$ cat config.mk
export PLATFORM = sky130hd
export DESIGN_NAME = uart_tx_arbiter_flat
export DESIGN_NICKNAME = d
export VERILOG_FILES = /design/src/rtl/uart_pkg.sv /design/src/rtl/uart_tx_arbiter_if.sv /design/src/rtl/uart_rr_pick.sv /design/src/rtl/uart_tx_arbiter.sv /design/src/flat_wrapper.sv
export SDC_FILE = /design/constraint.sdc
export NUM_CORES = 1
export LEC_CHECK = 0
export CAP_MARGIN = 30
export CORE_ASPECT_RATIO = 1.2
export CORE_UTILIZATION = 53
export CTS_CLUSTER_DIAMETER = 150
export DETAILED_ROUTE_END_ITERATION = 8
export GPL_TIMING_DRIVEN = 0
export PLACE_DENSITY_LB_ADDON = 0.2
export REMOVE_ABC_BUFFERS = 1
export SLEW_MARGIN = 5
export SYNTH_ARGS = -nofsm -noshare
export SYNTH_HDL_FRONTEND = slang
export SYNTH_HIERARCHICAL = 1
export SYNTH_SLANG_ARGS = --single-unit
$ cat constraint.sdc
create_clock -name i_sclk -period 9.9 [get_ports i_sclk]
set_input_delay 0.99 -clock i_sclk [delete_from_list [all_inputs] [get_ports i_sclk]]
set_output_delay 0.99 -clock i_sclk [all_outputs]
set_load 0.1 [all_outputs]
$ cat src/rtl/uart_pkg.sv
// ---------------------------------------------------------------------------
// uart_pkg
// Shared definitions for the UART transmit path and its front-end arbiter.
// Holds the arbiter state encoding, the 2-bit UART mode codes understood by
// both the transmitter and the receiver, and a small sizing helper.
// No ports (package).
// ---------------------------------------------------------------------------
package uart_pkg;

    // Arbiter state encoding, kept as plain constants so older RTL that
    // compares against raw state codes keeps working
    typedef logic [2:0] state_t;

    localparam state_t ST_IDLE      = 3'd0;
    localparam state_t ST_LOAD      = 3'd1;
    localparam state_t ST_START     = 3'd2;
    localparam state_t ST_WAIT_DONE = 3'd3;
    localparam state_t ST_GAP       = 3'd4;

    // UART frame formats shared by TX and RX
    localparam logic [1:0] MODE_8N1 = 2'b00;
    localparam logic [1:0] MODE_8E1 = 2'b01;
    localparam logic [1:0] MODE_8O1 = 2'b10;
    localparam logic [1:0] MODE_8N2 = 2'b11;

    // Requester index width; covers up to 8 requesters
    localparam int OWNER_W = 3;

    function automatic int maxOf(input int a, input int b);
        return (a > b) ? a : b;
    endfunction

endpackage

$ cat src/rtl/uart_tx_arbiter_if.sv
// ---------------------------------------------------------------------------
// uart_tx_arbiter_if
// Bundles the requester-side handshake and the transmitter-side strobe/data
// signals of the UART TX arbiter.
//   req/reqData/reqMode : requester level requests, bytes and modes
//   gnt/done/err        : one-hot grant and completion pulses, abort flag
//   owner/busy          : current owner index, arbiter activity
//   txEn/txMode/txData  : start strobe and frame contents to the transmitter
//   txDone              : frame-complete pulse from the transmitter
// Modports: master = arbiter side, slave = requesters + transmitter side.
// ---------------------------------------------------------------------------
interface uart_tx_arbiter_if
    import uart_pkg::*;
#(
    parameter int NREQ = 4
);
    logic [NREQ-1:0]    req;
    logic [8*NREQ-1:0]  reqData;
    logic [2*NREQ-1:0]  reqMode;
    logic [NREQ-1:0]    gnt;
    logic [NREQ-1:0]    done;
    logic               err;
    logic [OWNER_W-1:0] owner;
    logic               busy;
    logic               txEn;
    logic [1:0]         txMode;
    logic [7:0]         txData;
    logic               txDone;

    modport master (
        input  req, reqData, reqMode, txDone,
        output gnt, done, err, owner, busy, txEn, txMode, txData
    );

    modport slave (
        output req, reqData, reqMode, txDone,
        input  gnt, done, err, owner, busy, txEn, txMode, txData
    );
endinterface

$ cat src/rtl/uart_rr_pick.sv
// ---------------------------------------------------------------------------
// uart_rr_pick
// Combinational round-robin picker. Searches the request vector starting at
// the pointer and wrapping modulo NREQ; the first set bit wins.
//   i_req    : request vector
//   i_ptr    : index searched first
//   o_valid  : at least one request present
//   o_onehot : one-hot winner
//   o_idx    : binary winner index
// ---------------------------------------------------------------------------
module uart_rr_pick
    import uart_pkg::*;
#(
    parameter int NREQ = 4
) (
    input  logic [NREQ-1:0]    i_req,
    input  logic [OWNER_W-1:0] i_ptr,
    output logic               o_valid,
    output logic [NREQ-1:0]    o_onehot,
    output logic [OWNER_W-1:0] o_idx
);

    logic [3:0]      w_cand;
    logic [NREQ-1:0] w_shift;

    // Walk the candidates ptr, ptr+1, ... with a manual wrap; shifting the
    // request vector avoids variable bit-selects of mismatched index width
    always_comb begin
        o_valid  = 1'b0;
        o_onehot = '0;
        o_idx    = '0;
        w_cand   = '0;
        w_shift  = '0;
        for (int k = 0; k < NREQ; k++) begin
            w_cand = {1'b0, i_ptr} + 4'(k);
            if (w_cand >= 4'(NREQ)) begin
                w_cand = w_cand - 4'(NREQ);
            end
            w_shift = i_req >> w_cand;
            if (!o_valid && w_shift[0]) begin
                o_valid  = 1'b1;
                o_onehot = NREQ'(1) << w_cand;
                o_idx    = w_cand[OWNER_W-1:0];
            end
        end
    end

endmodule

$ cat src/rtl/uart_tx_arbiter.sv
// ---------------------------------------------------------------------------
// uart_tx_arbiter
// Round-robin arbiter that lets NREQ requesters share one UART transmitter.
// Grants one byte at a time, strobes the transmitter, waits for its done
// pulse (or aborts after TIMEOUT cycles), then enforces an idle gap.
//   i_sclk : system clock, rising edge
//   i_sclr : synchronous active-high reset
//   bus    : requester and transmitter signals (master modport)
// ---------------------------------------------------------------------------
module uart_tx_arbiter
    import uart_pkg::*;
#(
    parameter int NREQ    = 4,
    parameter int GAP_CYC = 16,
    parameter int TIMEOUT = 200000
) (
    input  logic               i_sclk,
    input  logic               i_sclr,
    uart_tx_arbiter_if.master  bus
);

    // One counter serves both the timeout and the gap, so it must hold the
    // larger of the two limits
    localparam int CNT_MAX = maxOf(TIMEOUT, GAP_CYC);
    localparam int CNT_W   = $clog2(CNT_MAX + 1);

    state_t             r_state;
    logic [OWNER_W-1:0] r_ptr;
    logic [CNT_W-1:0]   r_cnt;
    logic [OWNER_W-1:0] r_owner;
    logic [7:0]         r_txData;
    logic [1:0]         r_txMode;

    logic               w_pickValid;
    logic [NREQ-1:0]    w_pickOnehot;
    logic [OWNER_W-1:0] w_pickIdx;
    logic               w_grant;
    logic               w_timeout;
    logic               w_gapEnd;
    logic               w_frameEnd;

    uart_rr_pick #(
        .NREQ (NREQ)
    ) u_pick (
        .i_req    (bus.req),
        .i_ptr    (r_ptr),
        .o_valid  (w_pickValid),
        .o_onehot (w_pickOnehot),
        .o_idx    (w_pickIdx)
    );

    // Pulse outputs are decoded from state and masked by reset so that a
    // reset cycle never shows a grant, start strobe or completion
    assign w_timeout  = (r_cnt == CNT_W'(TIMEOUT - 1));
    assign w_gapEnd   = (r_cnt == CNT_W'(GAP_CYC));
    assign w_grant    = !i_sclr && (r_state == ST_IDLE) && w_pickValid;
    assign w_frameEnd = !i_sclr && (r_state == ST_WAIT_DONE) && (bus.txDone || w_timeout);

    assign bus.gnt    = w_grant ? w_pickOnehot : '0;
    assign bus.done   = w_frameEnd ? (NREQ'(1) << r_owner) : '0;
    assign bus.err    = w_frameEnd && !bus.txDone;
    assign bus.txEn   = !i_sclr && (r_state == ST_START);
    assign bus.owner  = r_owner;
    assign bus.busy   = (r_state != ST_IDLE);
    assign bus.txData = r_txData;
    assign bus.txMode = r_txMode;

    // Main sequencer. The GAP state counts 0..GAP_CYC so that TX_EN of the
    // next frame lands GAP_CYC+4 cycles after the previous TX_DONE
    always_ff @(posedge i_sclk) begin
        if (i_sclr) begin
            r_state  <= ST_IDLE;
            r_ptr    <= '0;
            r_cnt    <= '0;
            r_owner  <= '0;
            r_txData <= '0;
            r_txMode <= '0;
        end else begin
            case (r_state)
                ST_IDLE: begin
                    if (w_pickValid) begin
                        r_owner  <= w_pickIdx;
                        r_txData <= 8'(bus.reqData >> {w_pickIdx, 3'b000});
                        r_txMode <= 2'(bus.reqMode >> {w_pickIdx, 1'b0});
                        r_ptr    <= (w_pickIdx == OWNER_W'(NREQ - 1)) ? '0 : w_pickIdx + 1'b1;
                        r_state  <= ST_LOAD;
                    end
                end
                ST_LOAD: begin
                    r_state <= ST_START;
                end
                ST_START: begin
                    r_cnt   <= '0;
                    r_state <= ST_WAIT_DONE;
                end
                ST_WAIT_DONE: begin
                    if (bus.txDone || w_timeout) begin
                        r_cnt   <= '0;
                        r_state <= ST_GAP;
                    end else begin
                        r_cnt <= r_cnt + 1'b1;
                    end
                end
                ST_GAP: begin
                    if (w_gapEnd) begin
                        r_cnt   <= '0;
                        r_state <= ST_IDLE;
                    end else begin
                        r_cnt <= r_cnt + 1'b1;
                    end
                end
                default: begin
                    r_state <= ST_IDLE;
                end
            endcase
        end
    end

endmodule

$ cat src/flat_wrapper.sv
// flat-port wrapper written by rule: the top's interface ports become plain ports
module uart_tx_arbiter_flat import uart_pkg::*;
#(
    parameter int NREQ    = 4,
    parameter int GAP_CYC = 16,
    parameter int TIMEOUT = 200000
)
  (i_sclk, i_sclr, bus_req, bus_reqData, bus_reqMode, bus_txDone, bus_gnt, bus_done, bus_err, bus_owner, bus_busy, bus_txEn, bus_txMode, bus_txData);
  uart_tx_arbiter_if #(.NREQ(NREQ)) bus_i ();
  input  logic i_sclk;
  input  logic i_sclr;
  input wire logic [$bits(bus_i.req)-1:0] bus_req;
  input wire logic [$bits(bus_i.reqData)-1:0] bus_reqData;
  input wire logic [$bits(bus_i.reqMode)-1:0] bus_reqMode;
  input wire logic [$bits(bus_i.txDone)-1:0] bus_txDone;
  output wire logic [$bits(bus_i.gnt)-1:0] bus_gnt;
  output wire logic [$bits(bus_i.done)-1:0] bus_done;
  output wire logic [$bits(bus_i.err)-1:0] bus_err;
  output wire logic [$bits(bus_i.owner)-1:0] bus_owner;
  output wire logic [$bits(bus_i.busy)-1:0] bus_busy;
  output wire logic [$bits(bus_i.txEn)-1:0] bus_txEn;
  output wire logic [$bits(bus_i.txMode)-1:0] bus_txMode;
  output wire logic [$bits(bus_i.txData)-1:0] bus_txData;
  assign bus_i.req = bus_req;
  assign bus_i.reqData = bus_reqData;
  assign bus_i.reqMode = bus_reqMode;
  assign bus_i.txDone = bus_txDone;
  assign bus_gnt = bus_i.gnt;
  assign bus_done = bus_i.done;
  assign bus_err = bus_i.err;
  assign bus_owner = bus_i.owner;
  assign bus_busy = bus_i.busy;
  assign bus_txEn = bus_i.txEn;
  assign bus_txMode = bus_i.txMode;
  assign bus_txData = bus_i.txData;
  uart_tx_arbiter #(.NREQ(NREQ), .GAP_CYC(GAP_CYC), .TIMEOUT(TIMEOUT)) u_core (.i_sclk(i_sclk), .i_sclr(i_sclr), .bus(bus_i));
endmodule
==> impl.org <==
** Status
- Status :: completed

** Setup path
- Register-to-register setup slack :: 6.14 ns
- FF-to-FF path depth :: 9
- CP Capture Type :: output pin
- Data arrival, critical path :: 4.81 ns
- The worst setup path is of the reg -> out kind.
- Gate family responsible for the most delay along the worst path :: buffers and inverters
- Beginning of the critical path :: u_core/r_ptr[0]
- Buffer and inverter count on the worst path :: 2
- Data on the critical path is required at its endpoint by 8.91 ns.
- The signal on the critical path passes through inv_1 > ha_1 > mux2i_1 > o21ai_0 > a21oi_1 > nand3b_1 > nand2_1 > nor2_1 > and2_1 > clkdlybuf4s50_1.
- The worst register-to-register path ends at u_core/bus.txData[5].
- In this run the number of cells on the critical path is 10.
- Among all stages on the critical path, the largest delay is contributed by sky130_fd_sc_hd__clkdlybuf4s50_1.
- In this run the critical register-to-register path is launched from u_core/r_ptr[0].
- Along the worst path, the maximum fanout reaches 20.
- For this run, the slowest stage of the critical path takes 1.12 ns.
- STA classifies the critical path startpoint as a flop.
- The most critical setup path has its endpoint at bus_gnt[1].

** Routing
- Post-Route WL :: 6.81 mm
- The detailed router finished its first iteration with 255 violations.
- In the final routed layout, each cell accounts on average for 16.3 µm.
- First-pass iteration count of the detailed router :: 6
- Summing over every cut layer, the via total after detailed routing is 2620.
- Vias/cell :: 6.25
- DRT met1 WL :: 2.79 mm
- Highest metal used :: met4
- Met2 Wirelength :: 3.55 mm
- For this run, design rule violations remaining after detail routing come to 0.
- Length of routed met3 wiring :: 376 µm
- Number of nets with antenna violations after detailed routing :: 0

** Die
- In this run the horizontal extent of the chip is 66.2 µm.
- For this configuration, the core starts out at a cell density of 56.2%.
- The die covers 5230 µm².
- Number of primary I/O pins :: 71
- Area of the core :: 4660 µm²
- Row generation in the floorplan step produced 27 rows.
- From bottom edge to top edge, the die measures 79.0 µm.

** Synth
- Summing every instance area after synthesis gives 2620 µm².
- The number of different library cells used by synthesis comes to 65.
- Counting every instance in the synthesized netlist gives 298.
- Counting flops with a built-in enable in the synthesized netlist gives 0.
- Of all flip-flops after synthesis, the portion carrying an async set or reset was 0%.
- Register area share after synthesis :: 28.3%
- Yosys printed 6 warnings.
- Post-synth top area cell :: sky130_fd_sc_hd__dfxtp_1
- The synthesized design contains 37 register bits.
- Synthesized area per cell :: 8.79 µm²
- The synthesized design devotes to its leading area cell type 28.3% of total area.
- Area contributors post-synth :: sky130_fd_sc_hd__dfxtp_1 (28%), sky130_fd_sc_hd__mux4_2 (8.6%), sky130_fd_sc_hd__ha_1 (5.3%), sky130_fd_sc_hd__nand2_1 (4.9%), sky130_fd_sc_hd__nor2_1 (4.3%)
- Post-synth top flop :: sky130_fd_sc_hd__dfxtp_1

** Clocking
- Buffers added to address setup during post-CTS repair amount to 0.
- In this run the deepest clock path goes through 2 buffers.
- The H-tree generated during clock tree synthesis spans 2 levels.
- Gates resized, CTS repair :: 0
- CTS tree :: built
- Clock Sink Count :: 37
- Clock Root Buffer :: sky130_fd_sc_hd__clkbuf_8
- Clock tree synthesis inserted a total of 5 buffers.
- Hold repair after CTS inserted 0 buffers.
- Insertion delay of the later-clocked pin in the worst-skew pair :: 0.29 ns
- Clock transition time at the flip-flop clock pins of the worst setup and hold paths :: 0.08 ns

** Placement
- Prior to clock tree synthesis, the placed netlist has a worst setup slack of 4.40 ns.
- Placer's final routability congestion estimate :: 0.875
- Summed over all nets, the half-perimeter wirelength after detailed placement is 5.01 mm.
- Post-Place Cell Area :: 3340 µm²
- The count of buffers added on input and output ports is 70.

** GRT
- First-pass GRT wire length :: 11.3 mm
- The number of global-route vias before repair was 2512.
- Antenna violations before repair :: 0
- Global routing consumed, over all layers together, 27.5% of the routing resources.
- For this run the aggregate overflow at the end of global routing stands at 0.
- Largest net degree at the start of global routing :: 21

** Cells and area
- The finished cells cover 3460 µm².
- Leaving out fill and tap cells, the most frequent cell in the layout is sky130_fd_sc_hd__clkdlybuf4s50_1.
- Share of post-route cells with drive strength above 1 :: 10.2%
- Final core utilization :: 74.2%
- Most frequent cells in the layout :: sky130_fd_sc_hd__clkdlybuf4s50_1 (70), sky130_fd_sc_hd__dfxtp_1 (37), sky130_fd_sc_hd__nand2_1 (34)
- 0 antenna diodes ended up in the layout.
- The layout has 372 filler cells.
- Total number of nets in the final design :: 418
- Area growth from synthesis to layout :: 32.0%

** STA
- The worst pin sits at a relative slew slack of 31.9%.
- After layout, the worst path uses 58.6% of the clock period.
- Setup repair after global routing left no endpoint under its margin.
- Setup violations remaining at the end of the flow were counted as 0.
- Summed negative setup slack over all endpoints :: 0 ns
- At the pin with the least slew margin, the transition time is 1.02 ns.
- The worst path meets setup with 4.10 ns of slack.
- Timing-limited maximum frequency :: 0.172 GHz
- For the finished layout, the period the worst path requires is 5.80 ns.
- Total count of hold-check failures in the final report :: 0
- Count of final max-slew check failures :: 0
- Setup Skew :: 0.00942 ns

** Worst hold path
- Worst min-delay path class :: reg -> reg

** Power and ir drop
- Ratio of total power to cell area :: 255 nW/µm²
- In this run the static leakage power is 1.23 nW.
- Peak supply drop :: 0.186 mV

** Job
- Max capacitance violation total :: 0
[power by group]
group,total [W],switching [W],internal [W]
combinational,0.000541,0.000356,0.000186
sequential,0.000203,0.0000294,0.000174
clock,0.000137,0.0000544,0.0000822
total,0.000881,0.000440,0.000442
[cells by family (layout without fill, tap and decap cells)]
group | Yosys count | after routing | synth area share [%]
muxes | 17 | 17 | 12.5
adders and majority gates | 11 | 11 | 5.25
other | 1 | 1 | 0.143
xor gates and xnor gates | 4 | 4 | 1.34
and+or+nand+nor | 130 | 130 | 26.7
AOI/OAI and AO/OA | 73 | 73 | 21.3
buffers and inverters | 25 | 88 | 4.58
DFF | 37 | 37 | 28.3
[layout make-up]
cell class / instances / area, µm² / area share (%)
clock buffers: 7 / 86.3 / 2.50
clock inverters: 1 / 30.0 / 0.868
inverters: 8 / 30.0 / 0.868
multi-input cells: 236 / 1780 / 51.4
flip-flops and latches: 37 / 741 / 21.4
well taps: 58 / 72.6 / 2.10
repair buffers: 72 / 723 / 20.9
[synthesized netlist by cell type, types with 3 or more instances]
cell type                   instances
sky130_fd_sc_hd__nand2_1           34
sky130_fd_sc_hd__a22oi_1           10
sky130_fd_sc_hd__ha_1              11
sky130_fd_sc_hd__a21oi_1           13
sky130_fd_sc_hd__mux2_4             3
sky130_fd_sc_hd__nor3_1             8
sky130_fd_sc_hd__and2_1             8
sky130_fd_sc_hd__nor4_1             3
sky130_fd_sc_hd__o21ai_0            8
sky130_fd_sc_hd__nand3_1           10
sky130_fd_sc_hd__o211ai_1           4
sky130_fd_sc_hd__mux4_2            10
sky130_fd_sc_hd__nand4_1            5
sky130_fd_sc_hd__inv_1              7
sky130_fd_sc_hd__and3_1             7
sky130_fd_sc_hd__mux2i_1            3
sky130_fd_sc_hd__a222oi_1           4
sky130_fd_sc_hd__clkbuf_1           9
sky130_fd_sc_hd__dfxtp_1           37
sky130_fd_sc_hd__o311ai_0           5
sky130_fd_sc_hd__nor2_1            30
sky130_fd_sc_hd__nor2b_1            5
sky130_fd_sc_hd__o2111ai_1          5
sky130_fd_sc_hd__o21ai_1            3
[through the flow]
stage / instances / total power (W) / hold slack (ns)
final: 419 / 0.000881 / 0.504
after global placement: 409 / 0.000733 / 0.479
after floorplan: 281 / 0.000615 / 0.456
after global routing: 419 / 0.000929 / 0.517
after CTS: 419 / 0.000883 / 0.504
after detailed placement: 411 / 0.000744 / 0.493
[metal layers]
layer	track usage [%]	vias to the layer above
met3	6.18	10
met1	32.0	1262
met2	49.3	96
met4	8.09	0
li1	-	1252
met5	0	-
[tightest hold or removal path: stages, from the launching register on]
cell and delay, ns:
sky130_fd_sc_hd__dfxtp_1 0.35, sky130_fd_sc_hd__nand2_1 0.07, sky130_fd_sc_hd__a21oi_1 0.05
[state kept, by name, summed over array words and instances, names as in the netlist]
name,count
u_core/r_cnt,18
u_core/bus.owner,3
u_core/r_state,3
u_core/bus.txData,8
u_core/r_ptr,3
u_core/bus.txMode,2
[how the worst min path moves through the flow]
stage                                   start                   to  slack, ns  cells past startpoint
after floorplan               u_core/r_cnt[1]      u_core/r_cnt[1]       0.46                      2
after global placement        u_core/r_cnt[1]      u_core/r_cnt[1]       0.48                      2
after detailed placement  u_core/bus.owner[2]  u_core/bus.owner[2]       0.49                      2
after CTS                     u_core/r_cnt[1]      u_core/r_cnt[1]       0.50                      2
after global routing          u_core/r_cnt[1]      u_core/r_cnt[1]       0.52                      2
final                         u_core/r_cnt[1]      u_core/r_cnt[1]       0.50                      2
(Power assumes the default switching activity.)
